**src/rtl/etom_skid_reg.sv**
```systemverilog
`default_nettype none
//==============================================================================
// Module   : etom_skid_reg
// Brief    : Execute-to-Memory pipeline register with a two-entry skid
//            buffer (main + skid), registered ReadyE, synchronous flush and
//            a saturating backpressure-cycle counter.
// Revision : 1.0 - initial release
//==============================================================================
module etom_skid_reg #(
    parameter int XLEN  = 32,
    parameter int CNT_W = 16
) (
    input  logic              CLK,
    input  logic              RST,
    // E-side bundle
    input  logic              ValidE,
    output logic              ReadyE,
    input  logic              RegWriteE,
    input  logic [1:0]        ResultSrcE,
    input  logic              MemWriteE,
    input  logic              MemSignE,
    input  logic [1:0]        MemSizeE,
    input  logic [XLEN-1:0]   ALUResultE,
    input  logic [XLEN-1:0]   WriteDataE,
    input  logic [4:0]        RdE,
    input  logic [XLEN-1:0]   PCPlus4E,
    // Control
    input  logic              FlushM,
    // M-side bundle
    output logic              ValidM,
    input  logic              ReadyM,
    output logic              RegWriteM,
    output logic [1:0]        ResultSrcM,
    output logic              MemWriteM,
    output logic              MemSignM,
    output logic [1:0]        MemSizeM,
    output logic [XLEN-1:0]   ALUResultM,
    output logic [XLEN-1:0]   WriteDataM,
    output logic [4:0]        RdM,
    output logic [XLEN-1:0]   PCPlus4M,
    output logic [CNT_W-1:0]  StallCount
);

    // Packed bundle: 12 bits of control/Rd plus three XLEN-wide data fields.
    localparam int BW = 12 + 3 * XLEN;
    localparam logic [CNT_W-1:0] c_cntMax = '1;

    // Encoding is {main_v, skid_v}; 2'b01 is unreachable.
    typedef enum logic [1:0] {
        S_EMPTY = 2'b00,
        S_ONE   = 2'b10,
        S_FULL  = 2'b11
    } state_t;

    state_t            r_state;
    state_t            w_stateNext;
    logic              r_readyE;
    logic [BW-1:0]     r_main;
    logic [BW-1:0]     r_skid;
    logic [CNT_W-1:0]  r_stallCount;

    logic [BW-1:0]     w_bundleE;
    logic              w_accept;
    logic              w_xfer;
    logic              w_mainV;
    logic              w_loadMainE;
    logic              w_loadSkid;
    logic              w_skidToMain;
    logic              w_regWriteRaw;
    logic              w_memWriteRaw;

    assign w_bundleE = {RegWriteE, ResultSrcE, MemWriteE, MemSignE, MemSizeE,
                        ALUResultE, WriteDataE, RdE, PCPlus4E};

    assign w_mainV  = r_state[1];
    assign w_accept = ValidE && r_readyE;
    assign w_xfer   = w_mainV && ReadyM;

    // Next-state and load selects; flush empties both entries and drops any accept.
    always_comb begin
        w_stateNext  = r_state;
        w_loadMainE  = 1'b0;
        w_loadSkid   = 1'b0;
        w_skidToMain = 1'b0;
        if (FlushM) begin
            w_stateNext = S_EMPTY;
        end else begin
            case (r_state)
                S_EMPTY: begin
                    if (w_accept) begin
                        w_stateNext = S_ONE;
                        w_loadMainE = 1'b1;
                    end
                end
                S_ONE: begin
                    if (w_accept && !w_xfer) begin
                        w_stateNext = S_FULL;
                        w_loadSkid  = 1'b1;
                    end else if (w_accept && w_xfer) begin
                        w_loadMainE = 1'b1;
                    end else if (w_xfer) begin
                        w_stateNext = S_EMPTY;
                    end
                end
                S_FULL: begin
                    // ReadyE is low here, so only the drain path exists.
                    if (w_xfer) begin
                        w_stateNext  = S_ONE;
                        w_skidToMain = 1'b1;
                    end
                end
                default: begin
                    w_stateNext = S_EMPTY;
                end
            endcase
        end
    end

    // State register and registered ready (low exactly when skid will be occupied).
    always_ff @(posedge CLK) begin
        if (RST) begin
            r_state  <= S_EMPTY;
            r_readyE <= 1'b1;
        end else begin
            r_state  <= w_stateNext;
            r_readyE <= !w_stateNext[0];
        end
    end

    // Data registers; never cleared by flush, only by reset.
    always_ff @(posedge CLK) begin
        if (RST) begin
            r_main <= '0;
            r_skid <= '0;
        end else begin
            if (w_loadMainE) begin
                r_main <= w_bundleE;
            end else if (w_skidToMain) begin
                r_main <= r_skid;
            end
            if (w_loadSkid) begin
                r_skid <= w_bundleE;
            end
        end
    end

    // Saturating count of cycles where M holds a valid bundle it has not taken.
    always_ff @(posedge CLK) begin
        if (RST) begin
            r_stallCount <= '0;
        end else if (w_mainV && !ReadyM && (r_stallCount != c_cntMax)) begin
            r_stallCount <= r_stallCount + 1'b1;
        end
    end

    assign {w_regWriteRaw, ResultSrcM, w_memWriteRaw, MemSignM, MemSizeM,
            ALUResultM, WriteDataM, RdM, PCPlus4M} = r_main;

    // Side-effecting enables must not leak from a stale main entry.
    assign RegWriteM  = w_regWriteRaw && w_mainV;
    assign MemWriteM  = w_memWriteRaw && w_mainV;
    assign ValidM     = w_mainV;
    assign ReadyE     = r_readyE;
    assign StallCount = r_stallCount;

endmodule
`default_nettype wire
```
**config.mk**
```make
export PLATFORM = sky130hd
export DESIGN_NAME = etom_skid_reg
export DESIGN_NICKNAME = d
export VERILOG_FILES = /design/src/rtl/etom_skid_reg.sv
export SDC_FILE = /design/constraint.sdc
export NUM_CORES = 1
export LEC_CHECK = 0
export CORE_MARGIN = 4
export CORE_UTILIZATION = 45
export DETAILED_ROUTE_END_ITERATION = 12
export PLACE_DENSITY = 0.74
export SLEW_MARGIN = 20
export SYNTH_ARGS = -nofsm -noshare
export SYNTH_HDL_FRONTEND = slang
export SYNTH_SLANG_ARGS = --single-unit
```
**constraint.sdc**
```tcl
create_clock -name CLK -period 2 [get_ports CLK]
set_clock_uncertainty 0.1 [all_clocks]
set_input_delay 0.4 -clock CLK [delete_from_list [all_inputs] [get_ports CLK]]
set_output_delay 0.4 -clock CLK [all_outputs]
set_load 0.02 [all_outputs]
```
==> impl_metrics.prom <==
# TYPE chip_impl_metric gauge
chip_impl_info{name="run_status",value="complete, no violations"} 1
chip_impl_metric{name="worst_slew_pin_slew",unit="ns"} 0.570
chip_impl_metric{name="routed_via_density",unit=""} 5.28
chip_impl_metric{name="synthesis.nets",unit=""} 1281
chip_impl_metric{name="clk_pin_slew",unit="ns"} 0.06
chip_impl_metric{name="design.die.area",unit="um2"} 23600
chip_impl_metric{name="synth.distinct_cells",unit=""} 39
chip_impl_metric{name="start_util",unit="%"} 45.6
chip_impl_metric{name="ioPinCount",unit=""} 239
chip_impl_info{name="rsz0062_at_grt",value="false"} 1
chip_impl_metric{name="synth.ff_latch_count",unit=""} 235
chip_impl_metric{name="design.final.nets",unit=""} 1414
chip_impl_metric{name="routedWlPerCell",unit="um"} 16.0
chip_impl_info{name="hold_path.startpoint",value="RST"} 1
chip_impl_metric{name="max_freq",unit="GHz"} 0.509
chip_impl_metric{name="syn2layout_area_growth",unit="%"} 33.7
chip_impl_metric{name="post_synth_instance_area",unit="um2"} 9550
chip_impl_metric{name="headroom_to_the_max_slew_limit",unit="%"} 62.0
chip_impl_metric{name="core_area",unit="um2"} 21000
chip_impl_metric{name="worst-endpoint-required",unit="ns"} 1.50
chip_impl_metric{name="first_global_vias",unit=""} 8018
chip_impl_metric{name="via_count",unit=""} 8414
chip_impl_metric{name="drt_first_pass_iters",unit=""} 7
chip_impl_info{name="class_of_the_most_critical_setup_path",value="register to output pin"} 1
chip_impl_metric{name="totalWireLength",unit="um"} 25600
chip_impl_metric{name="grt_antenna_before_repair",unit=""} 2
chip_impl_info{name="critical_path.reg2reg.startpoint",value="StallCount[1]$_SDFFE_PP0P_"} 1
chip_impl_metric{name="number_of_max_capacitance_violations_reported",unit=""} 0
chip_impl_metric{name="post-route-period-util",unit="%"} 98.3
chip_impl_metric{name="finalNonFillerCells",unit=""} 1594
chip_impl_metric{name="slack_of_the_worst_reg_to_reg_path",unit="ns"} 0.13
chip_impl_metric{name="remaining_drc_errors",unit=""} 0
chip_impl_metric{name="global_route.overflow_total",unit=""} 0
chip_impl_metric{name="place_hpwl",unit="um"} 17300
chip_impl_metric{name="post-cts-setup-buffers",unit=""} 0
chip_impl_info{name="clock-root-buffer",value="sky130_fd_sc_hd__clkbuf_16"} 1
chip_impl_metric{name="post-route-min-period",unit="ns"} 1.97
chip_impl_metric{name="clk-insertion-delay-late",unit="ns"} 0.52
chip_impl_metric{name="critical_path.n_buffers_inverters",unit=""} 1
chip_impl_metric{name="postCtsResizedCells",unit=""} 66
chip_impl_metric{name="gp_congestion",unit=""} 0.787
chip_impl_metric{name="final-setup-viol-count",unit=""} 0
chip_impl_metric{name="drt_iter0_markers",unit=""} 419
chip_impl_metric{name="final_layout_size_suffix_gt1_share",unit="%"} 8.79
chip_impl_info{name="worstSetupEndpointType",value="output pin"} 1
chip_impl_info{name="cell_class_contributing_the_biggest_share_of_worst_path_delay",value="buffers and inverters"} 1
chip_impl_metric{name="hold_viol",unit=""} 0
chip_impl_metric{name="io_buffers",unit=""} 238
chip_impl_metric{name="syn_inst",unit=""} 1167
chip_impl_info{name="crit_start",value="r_main[58]$_SDFFE_PP0P_"} 1
chip_impl_metric{name="fp.dieW",unit="um"} 154
chip_impl_info{name="cp_cell_sequence",value="clkdlybuf4s50_1"} 1
chip_impl_metric{name="path_max_fanout",unit=""} 2
chip_impl_info{name="tritoncts",value="done"} 1
chip_impl_metric{name="worstPathArrival",unit="ns"} 1.47
chip_impl_metric{name="setup-tns-final",unit="ns"} 0
chip_impl_metric{name="antenna_cells_inserted",unit=""} 0
chip_impl_metric{name="cts_max_level",unit=""} 1
chip_impl_metric{name="final-max-slew-violation-count",unit=""} 0
chip_impl_metric{name="grt_pass1_wl",unit="um"} 40600
chip_impl_metric{name="grt_util_all_layers",unit="%"} 20.3
chip_impl_metric{name="tritoncts.num_buffers",unit=""} 25
chip_impl_metric{name="ant_nets",unit=""} 0
chip_impl_metric{name="cts-root-to-sink-buffers",unit=""} 3
chip_impl_metric{name="power.density",unit="nW/um2"} 846
chip_impl_info{name="worst_path_max_delay_cell",value="sky130_fd_sc_hd__clkdlybuf4s50_1"} 1
chip_impl_metric{name="p_leak",unit="nW"} 5.18
chip_impl_metric{name="max-vdd-ir-drop",unit="V"} 0.000619
chip_impl_info{name="hold_class",value="input pin to register"} 1
chip_impl_info{name="timing.critical_path.from_type",value="register"} 1
chip_impl_metric{name="grt_start_max_net_pins",unit=""} 73
chip_impl_metric{name="hold_buffers",unit=""} 0
chip_impl_metric{name="synth_warnings",unit=""} 0
chip_impl_metric{name="fp-row-count",unit=""} 53
chip_impl_metric{name="die-height",unit="um"} 154
chip_impl_metric{name="slowest_delay",unit="ns"} 0.61
chip_impl_metric{name="placed_cells",unit=""} 1548
chip_impl_metric{name="cts.sinks",unit=""} 235
chip_impl_metric{name="syn-mean-instance-area",unit="um2"} 8.18
chip_impl_metric{name="yosysSeqAreaShare",unit="%"} 49.3
==> registers in the layout, summed over array words and instances, names as in the netlist <==
register	count
r_main	108
ReadyE	1
r_skid	108
StallCount	16
r_state	2
==> kinds of logic after synthesis <==
group	Yosys count	share of synthesized area, %
buffers and inverters	198	12.2
AO/OA/AOI/OAI	361	22.3
AND/OR/NAND/NOR	372	16.1
adder cells (fa/ha/maj)	1	0.131
flip-flops	235	49.3
==> cells in the final DEF (no fill, tap or decap), types with 2 or more instances in the layout <==
cell / n
sky130_fd_sc_hd__dlygate4sd2_1: 65
sky130_fd_sc_hd__o21ai_0: 6
sky130_fd_sc_hd__bufinv_16: 3
sky130_fd_sc_hd__dfxtp_1: 234
sky130_fd_sc_hd__or4_1: 5
sky130_fd_sc_hd__a21oi_1: 231
sky130_fd_sc_hd__clkbuf_8: 10
sky130_fd_sc_hd__and3_1: 2
sky130_fd_sc_hd__nand4_1: 4
sky130_fd_sc_hd__or3_1: 5
sky130_fd_sc_hd__nor3_1: 5
sky130_fd_sc_hd__o41ai_1: 2
sky130_fd_sc_hd__nor2b_1: 2
sky130_fd_sc_hd__clkbuf_16: 25
sky130_fd_sc_hd__o31ai_1: 4
sky130_fd_sc_hd__a31oi_1: 2
sky130_fd_sc_hd__nor2_1: 4
sky130_fd_sc_hd__buf_4: 38
sky130_fd_sc_hd__and2_1: 2
sky130_fd_sc_hd__a22oi_1: 108
sky130_fd_sc_hd__clkdlybuf4s50_1: 140
sky130_fd_sc_hd__a311oi_1: 2
sky130_fd_sc_hd__nor2_4: 2
sky130_fd_sc_hd__nand4_2: 2
sky130_fd_sc_hd__inv_1: 7
sky130_fd_sc_hd__buf_12: 21
sky130_fd_sc_hd__nand3_1: 2
sky130_fd_sc_hd__dlymetal6s2s_1: 32
sky130_fd_sc_hd__nand2_1: 327
sky130_fd_sc_hd__clkinv_2: 6
==> path summary, 6_finish.rpt <==
check                                                  end  cells after the start
worst min register to register     r_main[70]$_SDFFE_PP0P_                      2
worst max register to register  StallCount[6]$_SDFFE_PP0P_                      5
worst min-delay path            StallCount[2]$_SDFFE_PP0P_                      2
worst max-delay path                        WriteDataM[21]                      1
==> cell type report <==
cell class                      instances  area [um2]
Clock buffer                           36         767
Clock inverter                         10         129
Fill cell                            1879        8190
Inverter                                7        26.3
Multi-Input combinational cell        734        3710
Sequential cell                       235        4710
Tap cell                              275         344
Timing Repair Buffer                  297        3090
==> synth_stat cells, drive strengths merged <==
library cell  count  share of area, %
a211oi            1             0.079
a21boi            1             0.079
a21oi           232                12
a22oi           108               8.5
a311oi            2              0.18
a31oi             2              0.13
a41o              1              0.10
and2              2              0.13
and3              2              0.13
and4              1             0.092
and4b             2              0.21
and4bb            1              0.13
buf             128               9.5
clkbuf           63               2.5
dfxtp           235                49
ha                1              0.13
inv               7              0.28
nand2           328                13
nand2b            1             0.066
nand3             2              0.10
nand3b            1             0.079
nand4             6              0.52
nand4bb           1              0.12
nor2              6              0.29
nor2b             2              0.13
nor3              5              0.26
nor4              1              0.13
o2111a            1              0.12
o21ai             6              0.31
o311a             1              0.10
o31ai             4              0.31
o41ai             2              0.18
or2               1             0.066
or3               5              0.33
or4               5              0.39
==> routing by layer <==
| layer | routed length, um | up-vias | GRT usage (%) |
|---|---|---|---|
| li1 | - | 4154 | - |
| met1 | 10400 | 3940 | 25.2 |
| met2 | 12800 | 268 | 35.8 |
| met3 | 1660 | 48 | 4.08 |
| met4 | 629 | 4 | 5.97 |
| met5 | 26 | - | 0 |
==> through the flow <==
step | setup WS [ns] | total power (W) | hold WS [ns] | utilization (%) | instance area (um2)
floorplan | 0.0374 | 0.00552 | 0.332 | - | 9550
global placement | -0.151 | 0.00601 | 0.341 | 56.6 | 11900
detailed placement | -0.200 | 0.00603 | 0.346 | 56.6 | 11900
CTS | 0.000122 | 0.0109 | 0.231 | 60.5 | 12700
global route | 0.000601 | 0.0112 | 0.269 | 60.9 | 12800
finish | 0.0337 | 0.0108 | 0.249 | 60.9 | 12800
==> where the power goes <==
part | internal [W] | switching (W)
sequential | 0.00480 | 0.0000669
combinational | 0.000495 | 0.000516
clock | 0.00304 | 0.00188
total | 0.00834 | 0.00246
(Power assumes the default switching activity.)
